===== config.mk =====
export PLATFORM = sky130hd
export DESIGN_NAME = timer_ctrl_flat
export DESIGN_NICKNAME = d
export VERILOG_FILES = /design/src/rtl/timer_ctrl_pkg.sv /design/src/rtl/timer_ctrl_if.sv /design/src/rtl/timer_ctrl_prescaler_tick.sv /design/src/rtl/timer_ctrl.sv /design/src/flat_wrapper.sv
export SDC_FILE = /design/constraint.sdc
export NUM_CORES = 1
export LEC_CHECK = 0
export CAP_MARGIN = 20
export CORE_MARGIN = 2
export CORE_UTILIZATION = 55
export DETAILED_ROUTE_END_ITERATION = 8
export PLACE_DENSITY = 0.81
export SLEW_MARGIN = 20
export SYNTH_ARGS = -nofsm -noshare
export SYNTH_HDL_FRONTEND = slang
export SYNTH_SLANG_ARGS = --single-unit

===== constraint.sdc =====
create_clock -name clk -period 3.6 [get_ports clk]
set_input_delay 0.54 -clock clk [delete_from_list [all_inputs] [get_ports clk]]
set_output_delay 0.54 -clock clk [all_outputs]
set_load 0.005 [all_outputs]

===== src/rtl/timer_ctrl_pkg.sv =====
// Shared types for the microwave countdown sequencer.
// States, BCD digit type and the tens-digit ceiling.
package timer_ctrl_pkg;

  typedef enum logic [1:0] {
    ST_IDLE  = 2'd0,
    ST_RUN   = 2'd1,
    ST_PAUSE = 2'd2,
    ST_DONE  = 2'd3
  } state_e;

  typedef logic [3:0] bcd_t;

  localparam bcd_t TENS_MAX = 4'd5;

  function automatic bcd_t sat_tens(bcd_t d);
    return (d > TENS_MAX) ? TENS_MAX : d;
  endfunction

endpackage


===== src/rtl/timer_ctrl_if.sv =====
// Keypad/command strobes and the seconds-tens stage link.
// door_closed exists only with TIMER_DOOR_INTERLOCK_EN.
interface timer_ctrl_if;
  import timer_ctrl_pkg::*;

`ifdef TIMER_DOOR_INTERLOCK_EN
  logic door_closed;
`endif
  bcd_t key;
  logic key_valid;
  logic start;
  logic stop;
  logic cancel;
  logic tens_tc;
  logic tens_zero;
  bcd_t sec_ones;
  bcd_t minutes;
  bcd_t tens_data;
  logic tens_loadn;
  logic tens_en;
  logic running;
  logic done;

  modport master (
`ifdef TIMER_DOOR_INTERLOCK_EN
    output door_closed,
`endif
    output key,
    output key_valid,
    output start,
    output stop,
    output cancel,
    output tens_tc,
    output tens_zero,
    input  sec_ones,
    input  minutes,
    input  tens_data,
    input  tens_loadn,
    input  tens_en,
    input  running,
    input  done
  );

  modport slave (
`ifdef TIMER_DOOR_INTERLOCK_EN
    input  door_closed,
`endif
    input  key,
    input  key_valid,
    input  start,
    input  stop,
    input  cancel,
    input  tens_tc,
    input  tens_zero,
    output sec_ones,
    output minutes,
    output tens_data,
    output tens_loadn,
    output tens_en,
    output running,
    output done
  );

endinterface


===== src/rtl/timer_ctrl_prescaler_tick.sv =====
// One-second time base: counts 0..TICK_DIV-1 while en,
// tick on the last count, holds when en is low.
module prescaler_tick #(
  parameter int TICK_DIV = 100
) (
  input  logic clk,
  input  logic clrn,
  input  logic en,
  input  logic sclr,
  output logic tick
);

  localparam int W = $clog2(TICK_DIV);
  localparam logic [W-1:0] LAST = W'(TICK_DIV - 1);

  logic [W-1:0] cnt;

  assign tick = en & (cnt == LAST);

  always_ff @(posedge clk or negedge clrn) begin
    if (!clrn) begin
      cnt <= '0;
    end else if (sclr) begin
      cnt <= '0;
    end else if (en) begin
      cnt <= tick ? '0 : cnt + W'(1);
    end
  end

endmodule


===== src/rtl/timer_ctrl.sv =====
// Microwave countdown sequencer driving the mod-6 tens stage.
// Optional door interlock: TIMER_DOOR_INTERLOCK_EN.
import timer_ctrl_pkg::*;

module timer_ctrl #(
  parameter int TICK_DIV = 100
) (
  input logic         clk,
  input logic         clrn,
  timer_ctrl_if.slave bus
);

  localparam logic [1:0] IDLE  = ST_IDLE;
  localparam logic [1:0] RUN   = ST_RUN;
  localparam logic [1:0] PAUSE = ST_PAUSE;
  localparam logic [1:0] DONE  = ST_DONE;

  logic [1:0] state;
  bcd_t       sec_ones;
  bcd_t       minutes;
  bcd_t       tens_data;
  logic       tens_loadn;
  logic       done;
  // low two entry digits; the high digit is minutes itself
  logic [7:0] entry;

  logic door_ok;
  logic is_run;
  logic start_ok;
  logic key_ok;
  logic disp_zero;
  logic pre_en;
  logic pre_sclr;
  logic tick;
  logic finish;
  logic tens_en;
  logic do_clear;

`ifdef TIMER_DOOR_INTERLOCK_EN
  assign door_ok = bus.door_closed;
`else
  assign door_ok = 1'b1;
`endif

  assign is_run    = state == RUN;
  assign start_ok  = bus.start & door_ok;
  assign key_ok    = bus.key_valid
                   & (bus.key <= 4'd9);
  assign disp_zero = (sec_ones == 4'd0)
                   & bus.tens_zero
                   & (minutes == 4'd0);

  // higher-priority strobes freeze the time base
  assign pre_en   = is_run & ~bus.cancel
                  & ~bus.stop & door_ok;
  assign pre_sclr = (state == IDLE)
                  & ~bus.cancel & ~bus.stop
                  & start_ok & ~disp_zero;

  assign finish  = tick
                 & (sec_ones == 4'd1)
                 & bus.tens_zero
                 & (minutes == 4'd0);
  assign tens_en = tick & (sec_ones == 4'd0)
                 & ~finish;

  assign do_clear = bus.cancel
                  | ((state == PAUSE) & bus.stop);

  prescaler_tick #(
    .TICK_DIV(TICK_DIV)
  ) u_pre (
    .clk  (clk),
    .clrn (clrn),
    .en   (pre_en),
    .sclr (pre_sclr),
    .tick (tick)
  );

  always_ff @(posedge clk or negedge clrn) begin
    if (!clrn) begin
      state      <= IDLE;
      sec_ones   <= '0;
      minutes    <= '0;
      tens_data  <= '0;
      tens_loadn <= 1'b1;
      done       <= 1'b0;
      entry      <= '0;
    end else begin
      tens_loadn <= 1'b1;
      done       <= finish;
      if (do_clear) begin
        state      <= IDLE;
        sec_ones   <= '0;
        minutes    <= '0;
        entry      <= '0;
        tens_data  <= '0;
        tens_loadn <= 1'b0;
      end else begin
        unique case (state)
          IDLE: begin
            if (pre_sclr) begin
              state <= RUN;
            end else if (!bus.stop && !start_ok
                         && key_ok) begin
              entry      <= {entry[3:0], bus.key};
              minutes    <= entry[7:4];
              sec_ones   <= bus.key;
              tens_data  <= sat_tens(entry[3:0]);
              tens_loadn <= 1'b0;
            end
          end
          RUN: begin
            if (bus.stop || !door_ok) begin
              state <= PAUSE;
            end else if (finish) begin
              sec_ones <= '0;
              state    <= DONE;
            end else if (tick) begin
              if (sec_ones != 4'd0) begin
                sec_ones <= sec_ones - 4'd1;
              end else begin
                sec_ones <= 4'd9;
                if (bus.tens_tc)
                  minutes <= minutes - 4'd1;
              end
            end
          end
          PAUSE: begin
            if (start_ok)
              state <= RUN;
          end
          DONE: begin
            if (bus.stop || start_ok
                || bus.key_valid) begin
              state <= IDLE;
              entry <= '0;
            end
          end
          default: state <= IDLE;
        endcase
      end
    end
  end

  assign bus.sec_ones   = sec_ones;
  assign bus.minutes    = minutes;
  assign bus.tens_data  = tens_data;
  assign bus.tens_loadn = tens_loadn;
  assign bus.tens_en    = tens_en;
  assign bus.running    = is_run;
  assign bus.done       = done;

endmodule


===== src/flat_wrapper.sv =====
// flat-port wrapper written by rule: the top's interface ports become plain ports
module timer_ctrl_flat 
#(
  parameter int TICK_DIV = 100
)
  (clk, clrn, bus_key, bus_key_valid, bus_start, bus_stop, bus_cancel, bus_tens_tc, bus_tens_zero, bus_sec_ones, bus_minutes, bus_tens_data, bus_tens_loadn, bus_tens_en, bus_running, bus_done);
  timer_ctrl_if bus_i ();
  input logic clk;
  input logic clrn;
  input wire logic [$bits(bus_i.key)-1:0] bus_key;
  input wire logic [$bits(bus_i.key_valid)-1:0] bus_key_valid;
  input wire logic [$bits(bus_i.start)-1:0] bus_start;
  input wire logic [$bits(bus_i.stop)-1:0] bus_stop;
  input wire logic [$bits(bus_i.cancel)-1:0] bus_cancel;
  input wire logic [$bits(bus_i.tens_tc)-1:0] bus_tens_tc;
  input wire logic [$bits(bus_i.tens_zero)-1:0] bus_tens_zero;
  output wire logic [$bits(bus_i.sec_ones)-1:0] bus_sec_ones;
  output wire logic [$bits(bus_i.minutes)-1:0] bus_minutes;
  output wire logic [$bits(bus_i.tens_data)-1:0] bus_tens_data;
  output wire logic [$bits(bus_i.tens_loadn)-1:0] bus_tens_loadn;
  output wire logic [$bits(bus_i.tens_en)-1:0] bus_tens_en;
  output wire logic [$bits(bus_i.running)-1:0] bus_running;
  output wire logic [$bits(bus_i.done)-1:0] bus_done;
  assign bus_i.key = bus_key;
  assign bus_i.key_valid = bus_key_valid;
  assign bus_i.start = bus_start;
  assign bus_i.stop = bus_stop;
  assign bus_i.cancel = bus_cancel;
  assign bus_i.tens_tc = bus_tens_tc;
  assign bus_i.tens_zero = bus_tens_zero;
  assign bus_sec_ones = bus_i.sec_ones;
  assign bus_minutes = bus_i.minutes;
  assign bus_tens_data = bus_i.tens_data;
  assign bus_tens_loadn = bus_i.tens_loadn;
  assign bus_tens_en = bus_i.tens_en;
  assign bus_running = bus_i.running;
  assign bus_done = bus_i.done;
  timer_ctrl #(.TICK_DIV(TICK_DIV)) u_core (.clk(clk), .clrn(clrn), .bus(bus_i));
endmodule

==> results.md <==
- Unrepaired setup endpoints after global routing: false
- H-tree depth: 2
- Hold buffers post-CTS: 0
- Post-Syn Nets: 206
- Clk sinks: 31
- FFs w/ async S/R, synth: 100.0%
- DP HPWL: 3.041 mm
- Combinational fraction of design power: 48.2%
- P per Cell Area: 657.4 nW/um^2
- Leakage power: 0.9630 nW
- IO Pins: 28
- #FFs+latches synth: 31
- DR vias: 1,558
- Fin. max-slew vios: 0
- Setup violations, final: 0
- Gr ovfl total: 0
- Clock-pin slew on the worst setup and hold paths: 100 ps
- # DRC: 0
- Routed wire length: 4.039 mm
- Clk pwr share: 13.5%
- CTS max path bufs: 2
- Util after Layout: 67.12%
- FF/Latch Area: 777.0 sq um
- Worst Path Max Fanout: 14
- Pin slew with the least headroom to its limit: 631.4 ps
- Clk Tree Root Cell: clkbuf_4
- CTS tree: built
- Hold Path Stages: 1
- Fin crit share: 95.09%
- Most frequent cells in the layout: dfrtp_1 (30), clkdlybuf4s50_1 (27), nand2_1 (18)
- Int Pwr: 854.4 uW
- Post-CTS setup-driven buffer insertion count: 0
- Yosys warns: 0
- Clock Latency Late Sink: 340 ps
- Max Cap Viol: 0
- Top post-synthesis cells by area: dfrtp_1 (41%), ha_1 (5.4%), nand2_1 (3.7%), mux2i_1 (3.3%), nor2_1 (3.3%)
- Post-synth EDFFs: 0
- # rows: 21
- Drt initial violations: 94
- Buffers on Ports: 27
- Final Skew: 11.47 ps
- Slew margin rel.: 57.91%
- Area Overhead vs Synth: 19.70%
- Initial antenna violation count: 0
- Maximum VDD drop: 0.0004917 V
- Ys flop type: dfrtp_1
- Antenna diodes: 0
- Multi-input logic area: 993.5 sq um
- First-pass iteration count of the detailed router: 4
- Hold crit path type: register to register
- Fin. Hold Viols: 0
- Critical Path Start Type: register
- Number of global-route vias before repair: 1,442
- Worst Path Class, Setup: register to primary output
- Routed Antenna Nets: 0
- Synth cell types: 50
- Sw power: 595.0 uW
- Worst EP arrival: 2880 ps
- Total core area: 3284 sq um
- Net Sw Frac: 41.05%
- Final min period: 3423 ps
- Total track usage: 24.12%
- Share of cells above drive strength 1: 11.47%
- Top cell type's share of synthesized area: 40.76%
- Largest net degree at the start of global routing: 32
- NumNets Final: 237
- FILL cells: 263
- Synth Cell Area: 1842 sq um
- Initial core utilization: 56.08%
- Largest area contributor in the netlist: dfrtp_1
- Avg Inst Size Synth: 9.902 sq um
- Sequential area share after synthesis: 42.19%
- Die area: 3827 sq um
- Drt wl/cell: 15.30 um
- Syn Inst Count: 186
- Status: finished, final reports clean
- GPL Wtd Cong: 0.9626
- Die Ht: 61.87 um
- Commonest non-fill, non-tap cell in the layout: dfrtp_1
- Portion of total power attributed to sequential cells: 38.2%
- CTS Buf Count: 5
- Via density: 5.902
- Max frequency: 292.1 MHz
- Req. time, crit path: 3060 ps
- Global-route wire length before repair: 6.617 mm
- Worst R2R Path Depth: 7
- # resized after CTS: 0
- CP endpoint kind: primary output
- Setup TNS: 0 ps
- Die outline width: 61.87 um
==> critical path: stages, from the launching register on <==
cell	delay, ps
dfrtp_1	410
inv_1	120
ha_1	490
or3b_1	520
and3b_2	340
and3_1	170
clkdlybuf4s50_1	500
==> layout make-up <==
cell class / count / area share [%]
sequential: 31 / 35.24
clock buffer: 7 / 2.043
timing repair buffer: 28 / 12.60
tap: 46 / 2.611
inverter: 13 / 2.213
multi-input combinational: 138 / 45.06
clock inverter: 1 / 0.2270
==> layer usage <==
layer	wire length (um)	global-route usage (%)	up-vias
li1	-	-	740
met1	1758	31.83	734
met2	1903	36.84	75
met3	305	7.660	9
met4	71	10.03	0
met5	0	0	-
==> registers in the layout, summed over array words and instances, names as in the netlist <==
signal / cells
u_core.bus.done: 1
u_core.u_pre.cnt: 7
u_core.state: 2
u_core.entry: 8
u_core.bus.tens_data: 4
u_core.bus.sec_ones: 4
u_core.bus.minutes: 4
u_core.bus.tens_loadn: 1
==> final timing paths <==
check,to,startpoint,slack [ps]
max in group asynchronous,u_core.bus.tens_loadn,clrn,2700
worst max register to register,u_core.bus.minutes[3],u_core.state[1],870
worst min-delay path,u_core.bus.tens_data[3],u_core.bus.tens_data[3],520
min in group asynchronous,u_core.entry[4],clrn,580
worst max-delay path,bus_tens_en,u_core.state[1],180
worst min register to register,u_core.bus.tens_data[3],u_core.bus.tens_data[3],520
==> power by group through the flow <==
stage	combinational (mW)	sequential (mW)	clock [mW]
detailed placement	0.691	0.555	0
finish	0.699	0.554	0.196
global route	0.772	0.566	0.219
CTS	0.693	0.550	0.199
floorplan	0.484	0.536	0
global placement	0.666	0.549	0
==> metrics by stage <==
stage	cell area, sq um	setup WS, ps	hold WS [ps]	total power [mW]	cells
final	2205	176.7	522.6	1.449	264
after global placement	2155	551.5	493.6	1.215	256
after detailed placement	2155	499.7	497.0	1.247	256
after floorplan	1842	1416	244.4	1.020	186
after global routing	2205	87.73	541.7	1.558	264
after CTS	2205	205.1	518.1	1.442	264
==> cells by family (layout without fill, tap and decap cells) <==
group           count (synthesis)  count (layout)  synth area share [%]
buf+inv                        17              49                 3.872
flops                          31              31                 42.19
fa+ha+maj                       8               8                 5.435
mux                            13              13                 7.541
xor+xnor                        4               4                 1.902
compound gates                 44              44                 18.95
simple gates                   69              69                 20.11
==> cell usage after synthesis, drive strengths merged, types with 2 or more instances <==
cell    instances
a21oi           7
o21ai          12
o41ai           2
xnor2           4
nand2          18
nor2           18
inv            13
nand3           4
and2            3
mux2            7
and3            5
clkbuf          3
mux2i           6
ha              8
a211oi          4
nor2b           4
nor4bb          2
nor3            8
a22o            4
dfrtp          30
Power figures use the tool's default switching activity.
